### config.mk
export PLATFORM = sky130hd
export DESIGN_NAME = jump_branch_unit
export DESIGN_NICKNAME = d
export VERILOG_FILES = /design/src/rtl/jump_pkg.sv /design/src/rtl/jump_target_calc.sv /design/src/rtl/jump_branch_unit.sv
export SDC_FILE = /design/constraint.sdc
export NUM_CORES = 1
export LEC_CHECK = 0
export ABC_AREA = 1
export CAP_MARGIN = 20
export CORE_ASPECT_RATIO = 1.1
export CORE_MARGIN = 3
export CORE_UTILIZATION = 30
export CTS_BUF_LIST = sky130_fd_sc_hd__clkbuf_2 sky130_fd_sc_hd__clkbuf_4 sky130_fd_sc_hd__clkbuf_8
export CTS_CLUSTER_SIZE = 28
export DETAILED_ROUTE_END_ITERATION = 16
export GPL_TIMING_DRIVEN = 0
export HOLD_SLACK_MARGIN = 0.06
export PLACE_DENSITY_LB_ADDON = 0.12
export SYNTH_ARGS = -nofsm -noshare
export SYNTH_HDL_FRONTEND = slang
export SYNTH_SLANG_ARGS = --single-unit
### constraint.sdc
create_clock -name clk -period 3.79 [get_ports clk]
set_input_delay 0.758 -clock clk [delete_from_list [all_inputs] [get_ports clk]]
set_output_delay 0.758 -clock clk [all_outputs]
set_load 0.05 [all_outputs]
### src/rtl/jump_pkg.sv
// Shared definitions for the jump/branch unit.
//   - Opcode constants for the six control-transfer operations.
//   - FSM state enumeration used by jump_branch_unit.
//   - is_ctrl_op(): true for any of the six control-transfer opcodes.
package jump_pkg;

  localparam logic [5:0] OP_J    = 6'b000010;
  localparam logic [5:0] OP_JAL  = 6'b000011;
  localparam logic [5:0] OP_JR   = 6'b001000;
  localparam logic [5:0] OP_JALR = 6'b001001;
  localparam logic [5:0] OP_BEQ  = 6'b000100;
  localparam logic [5:0] OP_BNE  = 6'b000101;

  // Architectural return-address register used by JAL.
  localparam logic [4:0] RA_REG = 5'd31;

  typedef enum logic [1:0] {
    ST_IDLE  = 2'd0,
    ST_SLOT  = 2'd1,
    ST_FLUSH = 2'd2
  } state_e;

  function automatic logic is_ctrl_op(input logic [5:0] op);
    return op inside {OP_J, OP_JAL, OP_JR, OP_JALR, OP_BEQ, OP_BNE};
  endfunction

endpackage

### src/rtl/jump_target_calc.sv
// Combinational target/condition evaluation for one instruction.
// Ports:
//   op, pc, rs_val, rt_val, target, imm : instruction fields and operands
//   target_pc : transfer destination (pc+4 for non-control ops)
//   is_ctrl   : op is one of the six control-transfer opcodes
//   taken     : transfer happens (jumps always, branches on condition,
//               register jumps only when the target is word aligned)
//   misalign  : register jump whose target has nonzero bits [1:0]
module jump_target_calc
  import jump_pkg::*;
#(
  parameter int XLEN     = 32,
  parameter int TARGET_W = 26
) (
  input  logic [5:0]          op,
  input  logic [XLEN-1:0]     pc,
  input  logic [XLEN-1:0]     rs_val,
  input  logic [XLEN-1:0]     rt_val,
  input  logic [TARGET_W-1:0] target,
  input  logic [15:0]         imm,
  output logic [XLEN-1:0]     target_pc,
  output logic                is_ctrl,
  output logic                taken,
  output logic                misalign
);

  // J-type keeps the top four bits of pc+4 (the 256 MB region).
  localparam logic [XLEN-1:0] REGION_MASK = {4'hF, {(XLEN-4){1'b0}}};

  logic [XLEN-1:0] pc_plus4;
  logic [XLEN-1:0] jump_target;
  logic [XLEN-1:0] branch_target;

  // All additions are XLEN wide, so PC arithmetic wraps naturally.
  assign pc_plus4      = pc + XLEN'(4);
  assign jump_target   = (pc_plus4 & REGION_MASK) | (XLEN'(target) << 2);
  assign branch_target = pc_plus4 + {{(XLEN-18){imm[15]}}, imm, 2'b00};

  always_comb begin
    // NOTE: every output gets a default before the case so no path leaves
    // a signal unassigned, which would otherwise infer a latch.
    target_pc = pc_plus4;
    taken     = 1'b0;
    misalign  = 1'b0;
    is_ctrl   = is_ctrl_op(op);
    case (op)
      OP_J, OP_JAL: begin
        target_pc = jump_target;
        taken     = 1'b1;
      end
      OP_BEQ: begin
        target_pc = branch_target;
        taken     = (rs_val == rt_val);
      end
      OP_BNE: begin
        target_pc = branch_target;
        taken     = (rs_val != rt_val);
      end
      OP_JR, OP_JALR: begin
        target_pc = rs_val;
        misalign  = |rs_val[1:0];
        taken     = ~(|rs_val[1:0]);
      end
      default: ;
    endcase
  end

endmodule

### src/rtl/jump_branch_unit.sv
// Jump/branch resolution unit with optional MIPS delay slot.
// Ports:
//   clk, rst        : rising-edge clock, synchronous active-high reset
//   in_valid/ready  : instruction handshake (accept = in_valid & in_ready)
//   op, pc, rs_val, rt_val, target, imm, link_rd : instruction fields
//   redirect_valid/redirect_pc : fetch redirect pulse and destination
//   link_we/link_addr/link_data : return-address write pulse
//   misalign        : register jump to a non-word-aligned address
//   slot_err        : control op found in a delay slot (not executed)
// DELAY_SLOT=1 holds a taken target until the next accepted instruction;
// DELAY_SLOT=0 redirects at once and inserts a one-cycle bubble.
module jump_branch_unit
  import jump_pkg::*;
#(
  parameter int XLEN        = 32,
  parameter int TARGET_W    = 26,
  parameter int LINK_OFFSET = 8,
  parameter int DELAY_SLOT  = 1
) (
  input  logic                clk,
  input  logic                rst,
  input  logic                in_valid,
  output logic                in_ready,
  input  logic [5:0]          op,
  input  logic [XLEN-1:0]     pc,
  input  logic [XLEN-1:0]     rs_val,
  input  logic [XLEN-1:0]     rt_val,
  input  logic [TARGET_W-1:0] target,
  input  logic [15:0]         imm,
  input  logic [4:0]          link_rd,
  output logic                redirect_valid,
  output logic [XLEN-1:0]     redirect_pc,
  output logic                link_we,
  output logic [4:0]          link_addr,
  output logic [XLEN-1:0]     link_data,
  output logic                misalign,
  output logic                slot_err
);

  state_e          state, state_nxt;
  logic            accept;
  logic [XLEN-1:0] pend_pc;
  logic [XLEN-1:0] calc_pc;
  logic            calc_is_ctrl;
  logic            calc_taken;
  logic            calc_misalign;

  jump_target_calc #(
    .XLEN     (XLEN),
    .TARGET_W (TARGET_W)
  ) u_calc (
    .op        (op),
    .pc        (pc),
    .rs_val    (rs_val),
    .rt_val    (rt_val),
    .target    (target),
    .imm       (imm),
    .target_pc (calc_pc),
    .is_ctrl   (calc_is_ctrl),
    .taken     (calc_taken),
    .misalign  (calc_misalign)
  );

  assign accept = in_valid & in_ready;

  always_comb begin
    in_ready  = (state != ST_FLUSH);
    state_nxt = state;
    case (state)
      ST_IDLE:  if (accept && calc_taken)
                  state_nxt = (DELAY_SLOT != 0) ? ST_SLOT : ST_FLUSH;
      ST_SLOT:  if (accept) state_nxt = ST_IDLE;
      ST_FLUSH: state_nxt = ST_IDLE;
      default:  state_nxt = ST_IDLE;
    endcase
  end

  always_ff @(posedge clk) begin
    // NOTE: state registers use non-blocking assignments so every flop
    // samples pre-edge values regardless of statement order.
    if (rst) state <= ST_IDLE;
    else     state <= state_nxt;
  end

  always_ff @(posedge clk) begin
    if (rst) begin
      // NOTE: the pending target is cleared too, so a redirect can never
      // escape from a slot that reset interrupted.
      pend_pc        <= '0;
      redirect_valid <= 1'b0;
      redirect_pc    <= '0;
      link_we        <= 1'b0;
      link_addr      <= '0;
      link_data      <= '0;
      misalign       <= 1'b0;
      slot_err       <= 1'b0;
    end else begin
      redirect_valid <= 1'b0;
      link_we        <= 1'b0;
      misalign       <= 1'b0;
      slot_err       <= 1'b0;
      if (accept) begin
        if (state == ST_SLOT) begin
          // Slot instruction completes; a control op here is flagged only.
          redirect_valid <= 1'b1;
          redirect_pc    <= pend_pc;
          slot_err       <= calc_is_ctrl;
        end else begin
          misalign <= calc_misalign;
          if (calc_taken) begin
            if (DELAY_SLOT != 0) begin
              pend_pc <= calc_pc;
            end else begin
              redirect_valid <= 1'b1;
              redirect_pc    <= calc_pc;
            end
          end
          if (op == OP_JAL) begin
            link_we   <= 1'b1;
            link_addr <= RA_REG;
            link_data <= pc + XLEN'(LINK_OFFSET);
          end else if (op == OP_JALR && !calc_misalign && link_rd != '0) begin
            link_we   <= 1'b1;
            link_addr <= link_rd;
            link_data <= pc + XLEN'(LINK_OFFSET);
          end
        end
      end
    end
  end

endmodule

==> flow_summary.ini <==
[clock_network]
clk_pin_slew_ps = 120
cts_buffer_depth = 2
htreeDepth = 3
tritoncts = done
clkSinkCount = 106
root_buffer = clkbuf_8
clock_latency_ps = 400
cts_buffers = 9

[yosys]
ys_top_cells_by_area = dfxtp_1 (25%), nand2_1 (20%), inv_1 (9.6%)
synth_top_area_cell = dfxtp_1
synthFlopType = dfxtp_1
ys.warnings.count = 0
netlist.area_leader.share_pct = 24.6
synthesis.instances = 1486
avgSynthCellArea_um2 = 5.80
synth_cell_types = 48
ys_seq_elements = 106
syn-cell-area_mm2 = 0.00861
async_flop_share_pct = 0
synth_adder_area_share_pct = 5.03
synth_mux_area_share_pct = 0.349
synth_compound_area_share_pct = 12.4
synth_xor_area_share_pct = 5.59
ys_seq_area_share_pct = 24.6
synth_top_family_by_area = simple AND/OR/NAND/NOR gates
synthSimpleGateAreaFrac_pct = 39.5
synth_edf_count = 0
synth_fp_nets = 1672

[critical_path]
cp-end-kind = register
path_max_fanout = 5
critPathArrivalTime_ps = 3910
worstSetupPathType = input port to register
cpMostUsedCell = nand2_1
cp.required_ps = 4100
critPathMaxStageDelay_ps = 400
cp_slowest_cell = ha_2
cp_cell_sequence = dlygate4sd2_1 -> nand2_1 -> nor2_4 -> nand2_2 -> nor3_4 -> xor2_2 -> mux2i_1 -> inv_1 -> ha_2 -> nand2_1 -> nor2_2 -> inv_1 -> nor3_2 -> nand3_1 -> nand2_1 -> nand2_1 -> nand3_1 -> nand2_1 -> nor2_2 -> nor2_1
critPathLaunchType = input port

[placement]
hpwl_um = 30300
gp_congestion = 0.901
placement.io_buffers = 223

[cells_and_area]
syn_to_final_growth_pct = 39.2
final_common_cell = nand2_1
layout_common_cells = nand2_1 (451), inv_1 (221), clkdlybuf4s50_1 (203)
layout.nets = 1913
drive_above_1_share_pct = 8.89

[die]
die_y_um = 184
start_util_pct = 30.7
die-area_mm2 = 0.0308
ios = 226
num_rows = 64
die_width_um = 168
core_mm2 = 0.0280

[global_routing]
overflow = 0
grt_pass1_wl_um = 54200
grt_antenna_before_repair = 1
globalRouteTotalUtil_pct = 22.8
grt_pass1_vias = 9655
grt_max_degree = 21

[drt]
vias_per_cell = 4.72
via_count = 9884
ant_nets = 0
drtIter0Drc = 551
dr.pass1.iters = 5
wire_per_inst_um = 17.2
route.detailed.drc = 0
drt_wl_total_um = 36100

[sta]
hold_ws_ps = 462
hold_viol = 0
drv_slew = 0
slew_headroom_pct = 26.1
finalCritPeriodShare_pct = 95.1
fin_crit_ps = 3600
timing.fmax_ghz = 0.278
setup_violations = 0
worstMarginPinSlew_ps = 1100
fin_skew_ps = 19.6

[pwr]
power_leakage_nw = 5.62
ir_drop_mv = 0.202
power_mw = 2.82
powerDensity_mw_per_mm2 = 235

[worst_hold_path]
hp-class = register to register

[run_status]
outcome = complete, no violations

[job]
maxCapViolations = 0
==> cell families after synthesis <==
| kind of cell | Yosys count |
|---|---|
| other cells | 1 |
| flops | 106 |
| mux | 3 |
| simple gates | 827 |
| buf+inv | 266 |
| fa+ha+maj | 34 |
| xor+xnor | 55 |
| compound gates | 194 |
==> per-stage QoR <==
stage	TNS, ps	area, um2	worst slack [ps]	std cells	utilization (%)
2_1_floorplan	0	8610	527	1486	-
3_3_place_gp	-20030	11300	-1130	2072	40.3
3_5_place_dp	-20030	11300	-1070	2072	40.3
4_1_cts	-8.29	11700	-7.08	2091	41.8
5_1_grt	-52.1	12000	-51.6	2096	42.8
6_report	0	12000	187	2096	42.8
==> where the power goes <==
group / total, mW / internal, mW / switching (mW)
logic: 0.952 / 0.381 / 0.572
clock network: 0.729 / 0.259 / 0.470
registers: 1.14 / 1.13 / 0.00767
==> metal layers <==
metal | up-vias | part of all wire (%) | track usage [%]
li1 | 5124 | - | -
met1 | 4454 | 44 | 29.1
met2 | 256 | 48 | 39.5
met3 | 50 | 4.8 | 3.25
met4 | 0 | 3.3 | 7.73
met5 | - | 0 | 0
==> synthesized netlist by cell type (all sizes together), types with 6 or more instances <==
master,instances
buf,22
xor2,32
inv,224
nor2,224
a31oi,7
nand2,469
ha,33
nand3,76
o211ai,6
clkbuf,18
nor3,25
nand3b,6
nand4,12
o21ai,88
or2,7
a21oi,68
xnor2,23
dfxtp,106
a221oi,8
==> critical path: cells and delay by family <==
family                   cells  cell delay [ps]
buffers and inverters        3              530
XOR/XNOR                     1              120
multiplexers                 1              170
AND/OR/NAND/NOR             14             1910
adder cells (fa/ha/maj)      1              400
==> cell type report <==
cell class	instances	area (um2)
clock inverter	7	65.1
antenna	1	2.50
multi-input combinational	1114	5870
buffer	40	218
fill	3112	16000
timing repair buffer	230	2280
inverter	226	850
clock buffer	9	124
tap	363	454
sequential	106	2120
==> repair_timing <==
| item | in CTS | in global routing |
|---|---|---|
| pin swaps | 4 | 11 |
| setup buffers | 3 | 4 |
| setup endpoints to repair | 24 | 23 |
| hold buffers | 0 | 0 |
| resized for setup | 52 | 76 |
==> path summary, 6_finish.rpt <==
path	from	end	slack [ps]	cells after the start
hold / removal	pend_pc[30]$_SDFFE_PP0P_	redirect_pc[30]$_SDFFE_PP0P_	460	2
setup reg to reg	state[0]$_SDFFE_PP0P_	link_data[7]$_SDFFE_PP0P_	1800	5
setup / recovery	pc[14]	pend_pc[28]$_SDFFE_PP0P_	190	20
hold reg to reg	pend_pc[30]$_SDFFE_PP0P_	redirect_pc[30]$_SDFFE_PP0P_	460	2
==> registers in the layout, summed over array words and instances (netlist names) <==
| register | count |
|---|---|
| redirect_pc | 32 |
| slot_err | 1 |
| link_we | 1 |
| pend_pc | 32 |
| misalign | 1 |
| link_addr | 5 |
| redirect_valid | 1 |
| state | 1 |
| link_data | 32 |
(Power assumes the default switching activity.)
